## config.mk

```make
export PLATFORM = sky130hd
export DESIGN_NAME = b10_serial_counter
export DESIGN_NICKNAME = d
export VERILOG_FILES = /design/src/rtl/b10_serial_counter.sv
export SDC_FILE = /design/constraint.sdc
export NUM_CORES = 1
export LEC_CHECK = 0
export BUFFER_PORTS_ARGS = -buffer_cell sky130_fd_sc_hd__buf_2
export CAP_MARGIN = 20
export CORE_MARGIN = 1
export CORE_UTILIZATION = 50
export DETAILED_ROUTE_END_ITERATION = 10
export PLACE_DENSITY_LB_ADDON = 0.25
export SETUP_SLACK_MARGIN = 0.2
export SLEW_MARGIN = 20
export SYNTH_ARGS = -nofsm -noshare
export SYNTH_HDL_FRONTEND = slang
export SYNTH_SLANG_ARGS = --single-unit
```

## constraint.sdc

```tcl
create_clock -name clock -period 3.05 [get_ports clock]
set_clock_uncertainty 0.1 [all_clocks]
set_input_delay 0.1525 -clock clock [delete_from_list [all_inputs] [get_ports clock]]
set_output_delay 0.1525 -clock clock [all_outputs]
set_load 0.03 [all_outputs]
```

## src/rtl/b10_serial_counter.sv

```systemverilog
// Serial BCD incrementer: a single base-10 half adder is time-shared across the digits, LSB first, one digit per clock.
// Define B10_SERIAL_SAT_EN to saturate at all 9s instead of wrapping to all 0s.
module b10_serial_counter #(
    parameter int N = 4
) (
    input  logic           clock,
    input  logic           reset_,
    input  logic           soc,
    output logic           eoc,
    output logic [4*N-1:0] count,
    output logic           ovf
);
    localparam int            IW   = $clog2(N);
    localparam logic [IW-1:0] LAST = IW'(N - 1);

    typedef enum logic [1:0] {IDLE, RUN, WAIT} state_t;

    state_t         state_q, state_d;
    logic [IW-1:0]  idx_q, idx_d;
    logic           carry_q, carry_d;
    logic           ovf_q, ovf_d;
    logic [4*N-1:0] count_q, count_d;

    logic [3:0]     digit_in, digit_sum;
    logic           digit_cout;
    logic           sat_hit;

    // The one shared half adder; a carry into 9 rolls over, and the >= keeps the output legal BCD.
    always_comb begin
        digit_in = count_q[4*idx_q +: 4];
        if (carry_q && (digit_in >= 4'd9)) begin
            digit_sum  = 4'd0;
            digit_cout = 1'b1;
        end else begin
            digit_sum  = digit_in + {3'b000, carry_q};
            digit_cout = 1'b0;
        end
    end

`ifdef B10_SERIAL_SAT_EN
    logic all_nines;
    always_comb begin
        all_nines = 1'b1;
        for (int k = 0; k < N; k++) begin
            if (count_q[4*k +: 4] != 4'd9) all_nines = 1'b0;
        end
    end
    assign sat_hit = all_nines;
`else
    assign sat_hit = 1'b0;
`endif

    always_comb begin
        // NOTE: every variable gets a default first so no path leaves one unassigned and infers a latch.
        state_d = state_q;
        idx_d   = idx_q;
        carry_d = carry_q;
        ovf_d   = ovf_q;
        count_d = count_q;
        case (state_q)
            IDLE: begin
                if (soc) begin
                    if (sat_hit) begin
                        state_d = WAIT;
                        ovf_d   = 1'b1;
                    end else begin
                        state_d = RUN;
                        idx_d   = '0;
                        carry_d = 1'b1;
                        ovf_d   = 1'b0;
                    end
                end
            end
            RUN: begin
                count_d[4*idx_q +: 4] = digit_sum;
                carry_d               = digit_cout;
                if (!digit_cout) begin
                    state_d = WAIT;
                end else if (idx_q == LAST) begin
                    state_d = WAIT;
                    ovf_d   = 1'b1;
                end else begin
                    idx_d = idx_q + IW'(1);
                end
            end
            WAIT: begin
                if (!soc) state_d = IDLE;
            end
            default: state_d = IDLE;
        endcase
    end

    always_ff @(posedge clock) begin
        // NOTE: sequential state uses non-blocking assignments so every register samples pre-edge values.
        if (!reset_) begin
            state_q <= IDLE;
            idx_q   <= '0;
            carry_q <= 1'b0;
            ovf_q   <= 1'b0;
            // NOTE: the digit register is reset too; a partial increment must be discarded, not resumed.
            count_q <= '0;
        end else begin
            state_q <= state_d;
            idx_q   <= idx_d;
            carry_q <= carry_d;
            ovf_q   <= ovf_d;
            count_q <= count_d;
        end
    end

    assign eoc   = (state_q != RUN);
    assign count = count_q;
    assign ovf   = ovf_q;

endmodule

```

---- After elaboration in Yosys (flattened, before gate mapping) ----
Cells that the tools add are included.
word-level totals
  register bits after elaboration ......... 22
  bits of input ports ..................... 3
cells by class
  $add $sub $neg .......................... 3
  $lt $le $gt $ge ......................... 1
  equal/unequal tests ..................... 10
  shift operators ......................... 3
  multiplexer cells ....................... 18
  reductions and logical operators ........ 7
operators with widths
  cell                     count
  $neg 4->34               1
  $shift 4x34->16 const A  1
  $shiftx 4x34->16         1
  $bwmux 16                1
  $shiftx 16x5->4          1
  $mux 2                   7
  $ne 2x2->1 const B       5
  $reduce_and 4->1         2
  $pmux 2 s3               1
  $mux 1                   5
  $add 4x1->4              1
  $eq 2x2->1 const B       2
  $ge 4x4->1 const B       1
  $mux 4                   1
  $pmux 1 s2               2
  $pmux 2 s2               1
  $ne 3x3->1 const B       1
  $reduce_and 3->1         1
  $add 2x1->2 const B      1
  $eq 2x1->1 const B       1
  $logic_not 2->1          1
  $ne 2x1->1 const B       1
  $reduce_and 2->1         1
  $reduce_bool 2->1        1
  $logic_and 1x1->1        1

---- Logic depth before layout (Yosys ltp) ----
Gate-level depths: netlist (run 1).
  depth after elaboration ................. 6
  depth in mapped cells ................... 7

---- Worst setup path before layout (run 1) ----
OpenSTA, ideal clock, no wires.
  path type ............................... register to register
  start ................................... register idx_q[0]
  end ..................................... register count_q[14] (netlist: count[14])
  arrival ................................. 1.962 ns
  required time ........................... 2.821 ns
  path slack .............................. 0.860 ns
  cell stages (with the launch flop) ...... 8
  path buffers ............................ 1
  period minus slack after synthesis ...... 2.190 ns
  path through ............................ dfxtp_1 -> buf_6 -> mux4_2 -> ha_1 -> ha_1 -> xor2_1 -> a22oi_1 -> o21ai_0
on the way
  cells in the longest elaborated chain, start to end .. 6
  elaborated cells between the ends (all ways) .. 9
  classes of those cells .................. add/sub: 2; order compare: 1; shift: 3; mux: 2; reduce/logical: 1
RTL lines
  element                 RTL line  text
  from (decl)             19        logic [IW-1:0] idx_q, idx_d;
  from (signal assigned)  104       idx_q <= idx_d;
  $shiftx 16x5->4         30        digit_in = count_q[4*idx_q +: 4];
  $ge 4x4->1              31        if (carry_q && (digit_in >= 4'd9)) begin
  $logic_and 1x1->1       31
  $mux 4                  31
  $shiftx 4x34->16        75        count_d[4*idx_q +: 4] = digit_sum;
  $bwmux 16 *             75
  to (signal assigned)    107       count_q <= count_d;
  to (decl)               22        logic [4*N-1:0] count_q, count_d;
Every way passes the cells marked *; elsewhere a longest branch is shown, timed or not.
A chain may end at the register's enable or synchronous reset.

---- Worst setup path in the final report (run 1) ----
  start ................................... register idx_q[0]
  end ..................................... register count_q[15] (netlist: count[15])
The elaborated chain is that of the path after synthesis.

==> results.json, run 1 <==
{
  "hold_path_class": "in2reg",
  "required_ps": 3140,
  "post-cts-setup-buffers": 0,
  "grt_max_degree": 18,
  "die_x_um": 49.7,
  "slew_headroom_pct": 59.6,
  "fmax_mhz": 383,
  "dp_slack_ps": 487,
  "clkLatencyLatePin_ps": 310,
  "drt_iter0_markers": 53,
  "nets": 151,
  "syn_inst": 121,
  "r2r-end": "count[15]",
  "layout_common_cells": "22 x dfxtp_1, 20 x buf_2, 13 x nand2_1",
  "setup_viol": 0,
  "finalCritPeriodShare_pct": 85.6,
  "path_cells": "mux4_2 > ha_1 > and4b_1 > a311oi_1 > o21ai_0",
  "ctsLongestPathBuffers": 2,
  "grt_pass1_wl_um": 4710,
  "grt-ovfl-total": 0,
  "start_util_pct": 55.8,
  "vias_per_cell": 6.50,
  "holdBufCountCts": 0,
  "h-tree-depth": 1,
  "ys_warn_count": 0,
  "power.density_mw_per_mm2": 438,
  "path_class": "reg2reg",
  "critPathMaxFanout": 12,
  "dr_total_vias": 1092,
  "regToRegSetupSlack_ps": 440,
  "whs_endpoint": "state_q[1]",
  "cts_resized": 0,
  "crit_slowest_cell": "dfxtp_1",
  "final_common_cell": "dfxtp_1",
  "yosys-top-cells-area": "dfxtp_1 39%, ha_1 6.6%, mux4_2 5.9%",
  "final-hold-violation-count": 0,
  "die_area_sq_mm": 0.00247,
  "drv_slew": 0,
  "endpoint_kind": "flip-flop",
  "synth_top_area_share_pct": 38.7,
  "drtPass1Iterations": 4,
  "synth.avg_cell_area_sq_um": 9.41,
  "clock-sinks": 22,
  "ioPinCount": 21,
  "grt_usage_pct": 24.7,
  "peakVddDrop_mv": 0.285,
  "tightest_slew_ps": 601,
  "drive_gt1_share_pct": 24.1,
  "grt_pass1_vias": 999,
  "syn-cell-area_sq_mm": 0.00114,
  "timing.setup.tns_ps": 0,
  "syn-num-nets": 130,
  "wl_um": 2750,
  "cts_made_buffers": 3,
  "fill_cells": 190,
  "r2r_cells": 5,
  "r2r-start": "idx_q[0]",
  "die_h_um": 49.7,
  "layout_min_cycle_time_ps": 2610,
  "status": "finished, final reports clean",
  "finalPower_uw": 560,
  "slowest_delay_ps": 660,
  "final_util_pct": 62.6,
  "cts_tree": "built",
  "grt_antenna_before_repair": 0,
  "hp-start": "soc",
  "post-route-worst-setup-slack_ps": 441,
  "path_clk_slew_ps": 130,
  "synth-seq-cells": 22,
  "drc": 0,
  "rows": 16,
  "rsz0062_at_grt": "no",
  "dp_hpwl_um": 2070,
  "cap_violations": 0,
  "cp_top_family": "flip-flops",
  "leakagePower_uw": 0.000521,
  "crit_start": "idx_q[0]",
  "path_buf_inv": 0,
  "yosysTopAreaCell": "dfxtp_1",
  "diodes": 0,
  "synth_cell_types": 36,
  "synth.yosys.seq_area_share_pct": 38.7,
  "cp-start-kind": "flip-flop",
  "place_congestion": 0.835,
  "port_buffers": 20,
  "hold_path_depth": 3,
  "drtAntennaViolNets": 0,
  "critPathArrivalTime_ps": 2700,
  "cts_root_buffer": "clkbuf_4",
  "wl_per_cell_um": 16.4,
  "core_sq_mm": 0.00204,
  "syn2layout_area_growth_pct": 12.3
}
state kept, by name, summed over array words and instances (netlist names):
signal	count
state_q	2
carry_q	1
ovf	1
count	16
idx_q	2
cell usage after synthesis:
cell       n
dfxtp_1   22
nand2_1   13
nand3_1   10
nor2_1    10
o21ai_0    9
a32oi_1    6
ha_1       6
inv_1      6
a21oi_1    3
mux4_2     3
nor4_1     3
a31o_2     2
buf_6      2
clkbuf_1   2
nand4_1    2
nor3_1     2
a22oi_1    1
a311oi_1   1
a31oi_1    1
a32o_1     1
and2_1     1
and3_1     1
and4b_1    1
buf_4      1
mux4_1     1
nand3_2    1
nand3b_1   1
nor2b_1    1
nor3b_1    1
nor4b_1    1
nor4bb_1   1
o211a_1    1
o311ai_2   1
o31a_2     1
or4_4      1
xor2_1     1
routing by layer:
metal,wire length (um),up-vias,global-route usage (%)
met5,0,-,0
met4,29,0,8.10
met3,198,4,4.01
met2,1310,53,38.7
met1,1210,539,34.3
li1,-,496,-
metrics by stage:
step           std cells  instance area [sq um]  hold WS, ps
6_report             168                   1280         31.5
5_1_grt              168                   1280         40.1
4_1_cts              168                   1280         34.6
3_5_place_dp         164                   1240          369
3_3_place_gp         164                   1240          349
2_1_floorplan        121                   1140          220
worst min-delay path: cells and delay by family:
family / cells / cell delay, ps
AO/OA/AOI/OAI: 1 / 70
buffers and inverters: 1 / 100
AND/OR/NAND/NOR: 1 / 70
worst max-delay path by stage:
stage / depth (start not counted) / to
floorplan: 7 / count[14]
global placement: 5 / count[15]
detailed placement: 5 / count[15]
CTS: 5 / count[15]
global route: 5 / count[15]
finish: 5 / count[15]
logic make-up after synthesis:
family | count (synthesis) | synth area share (%)
AOI/OAI and AO/OA | 27 | 17.5
xor gates and xnor gates | 1 | 0.769
adders and majority gates | 6 | 6.59
buffers and inverters | 11 | 5.27
DFF | 22 | 38.7
muxes | 4 | 8.24
and+or+nand+nor | 50 | 23.0
final cells by class:
cell class / count / area (sq um) / share of cell area [%]
Clock buffer: 4 / 36.3 / 2.84
Inverter: 6 / 22.5 / 1.76
Multi-Input combinational cell: 88 / 638 / 49.9
Sequential cell: 22 / 440 / 34.4
Tap cell: 27 / 33.8 / 2.64
Timing Repair Buffer: 21 / 108 / 8.41
where the power goes:
group / internal, uW / switching, uW / leakage [uW]
Clock: 72.9 / 91.7 / 0.0000210
Sequential: 297 / 12.2 / 0.000178
Combinational: 29.6 / 56.8 / 0.000322
Note: power is estimated with default switching activity, not from simulation.
==> inputs of run 2 (changes only) <==
--- a/config.mk
+++ b/config.mk
@@ -10,6 +10,7 @@
 export CORE_MARGIN = 1
 export CORE_UTILIZATION = 50
 export DETAILED_ROUTE_END_ITERATION = 10
+export HOLD_SLACK_MARGIN = 0.12
 export PLACE_DENSITY_LB_ADDON = 0.25
 export SETUP_SLACK_MARGIN = 0.2
 export SLEW_MARGIN = 20
==> results.json, run 2 (synthesized netlist as in run 1, its figures left out) <==
{
  "place_congestion": 0.835,
  "dp_hpwl_um": 2070,
  "status": "finished, final reports clean",
  "setup_viol": 0,
  "layout_common_cells": "22 x dfxtp_1, 20 x buf_2, 13 x nand2_1",
  "postPlaceCellArea_sq_mm": 0.00124,
  "drv_slew": 0,
  "wl_um": 2760,
  "grt-ovfl-total": 0,
  "cts_made_buffers": 3,
  "h-tree-depth": 1,
  "peakVddDrop_mv": 0.287,
  "start_util_pct": 55.8,
  "fmax_mhz": 383,
  "cts_root_buffer": "clkbuf_4",
  "cp-start-kind": "flip-flop",
  "leakagePower_uw": 0.000525,
  "port_buffers": 20,
  "die_h_um": 49.7,
  "path_class": "reg2reg",
  "slew_headroom_pct": 59.4,
  "required_ps": 3140,
  "vias_per_cell": 6.53,
  "r2r_cells": 5,
  "finalCritPeriodShare_pct": 85.5,
  "hold_path_class": "in2reg",
  "fill_cells": 189,
  "rows": 16,
  "clkLatencyLatePin_ps": 310,
  "grt_pass1_vias": 1000,
  "grt_pass1_wl_um": 4720,
  "grt_usage_pct": 24.8,
  "fin_area_sq_mm": 0.00129,
  "cts_tree": "built",
  "nets": 152,
  "largest_reg_flops": 16,
  "drtAntennaViolNets": 0,
  "grt_antenna_before_repair": 0,
  "final_common_cell": "dfxtp_1",
  "ioPinCount": 21,
  "wl_per_cell_um": 16.3,
  "multi_input_area_sq_um": 638,
  "timing.setup.tns_ps": 0,
  "hold_path_depth": 2,
  "diodes": 0,
  "syn2layout_area_growth_pct": 13.2,
  "ctsLongestPathBuffers": 2,
  "path_clk_slew_ps": 130,
  "power.density_mw_per_mm2": 437,
  "endpoint_kind": "flip-flop",
  "drt_iter0_markers": 52,
  "finalPower_uw": 563,
  "final-hold-violation-count": 0,
  "dr_total_vias": 1103,
  "layout_min_cycle_time_ps": 2610,
  "critPathMaxFanout": 12,
  "drtPass1Iterations": 4,
  "drive_gt1_share_pct": 23.9,
  "rsz0062_at_grt": "no",
  "clock-sinks": 22,
  "regArea_sq_um": 440,
  "post-cts-setup-buffers": 0,
  "critPathArrivalTime_ps": 2700,
  "grt_max_degree": 18,
  "tightest_slew_ps": 604,
  "core_sq_mm": 0.00204,
  "hold_slack_ps": 125,
  "drc": 0,
  "cap_violations": 0,
  "die_x_um": 49.7,
  "die_area_sq_mm": 0.00247
}
run 2: metal layers:
layer	share of wire [%]	routed length (um)	up-vias	GRT usage, %
met3	7.6	211	4	4.01
met4	0.83	23	0	8.10
met1	44	1220	539	34.5
met5	0	0	-	0
li1	-	-	499	-
met2	47	1310	61	38.7
run 2: per-stage QoR:
step | setup WS [ps] | instances | utilization [%]
final | 441 | 169 | 63.1
after global routing | 273 | 169 | 63.1
after CTS | 428 | 169 | 63.1
after detailed placement | 487 | 164 | 60.8
after global placement | 586 | 164 | 60.8
after floorplan | 860 | 121 | -
run 2: final cells by class:
cell class | count | share of cell area, %
inverters | 6 | 1.75
clock buffers | 4 | 2.82
flip-flops and latches | 22 | 34.2
repair buffers | 22 | 9.13
well taps | 27 | 2.62
multi-input cells | 88 | 49.5
run 2: worst paths after layout:
| check | startpoint | end | slack, ps |
|---|---|---|---|
| hold reg to reg | count[0] | count[0] | 400 |
| hold / removal | reset_ | ovf | 130 |
| setup / recovery | idx_q[0] | count[15] | 440 |
| setup reg to reg | idx_q[0] | count[15] | 440 |
run 2: where the power goes:
part / internal (uW) / switching [uW] / leakage [uW]
logic: 30.4 / 57.2 / 0.000326
registers: 297 / 12.2 / 0.000178
clock network: 72.9 / 92.6 / 0.0000210
run 2: critical path, cell delays in order, from the launching register on:
cell and delay, ps:
dfxtp_1 660, mux4_2 650, ha_1 250, and4b_1 190, a311oi_1 460, o21ai_0 180
run 2: timing repair:
action                                 4_1_cts  5_1_grt
hold buffers                                 1        0
gates resized for setup                      0        0
setup endpoints to repair                    0        0
endpoints found under the hold margin        1        0
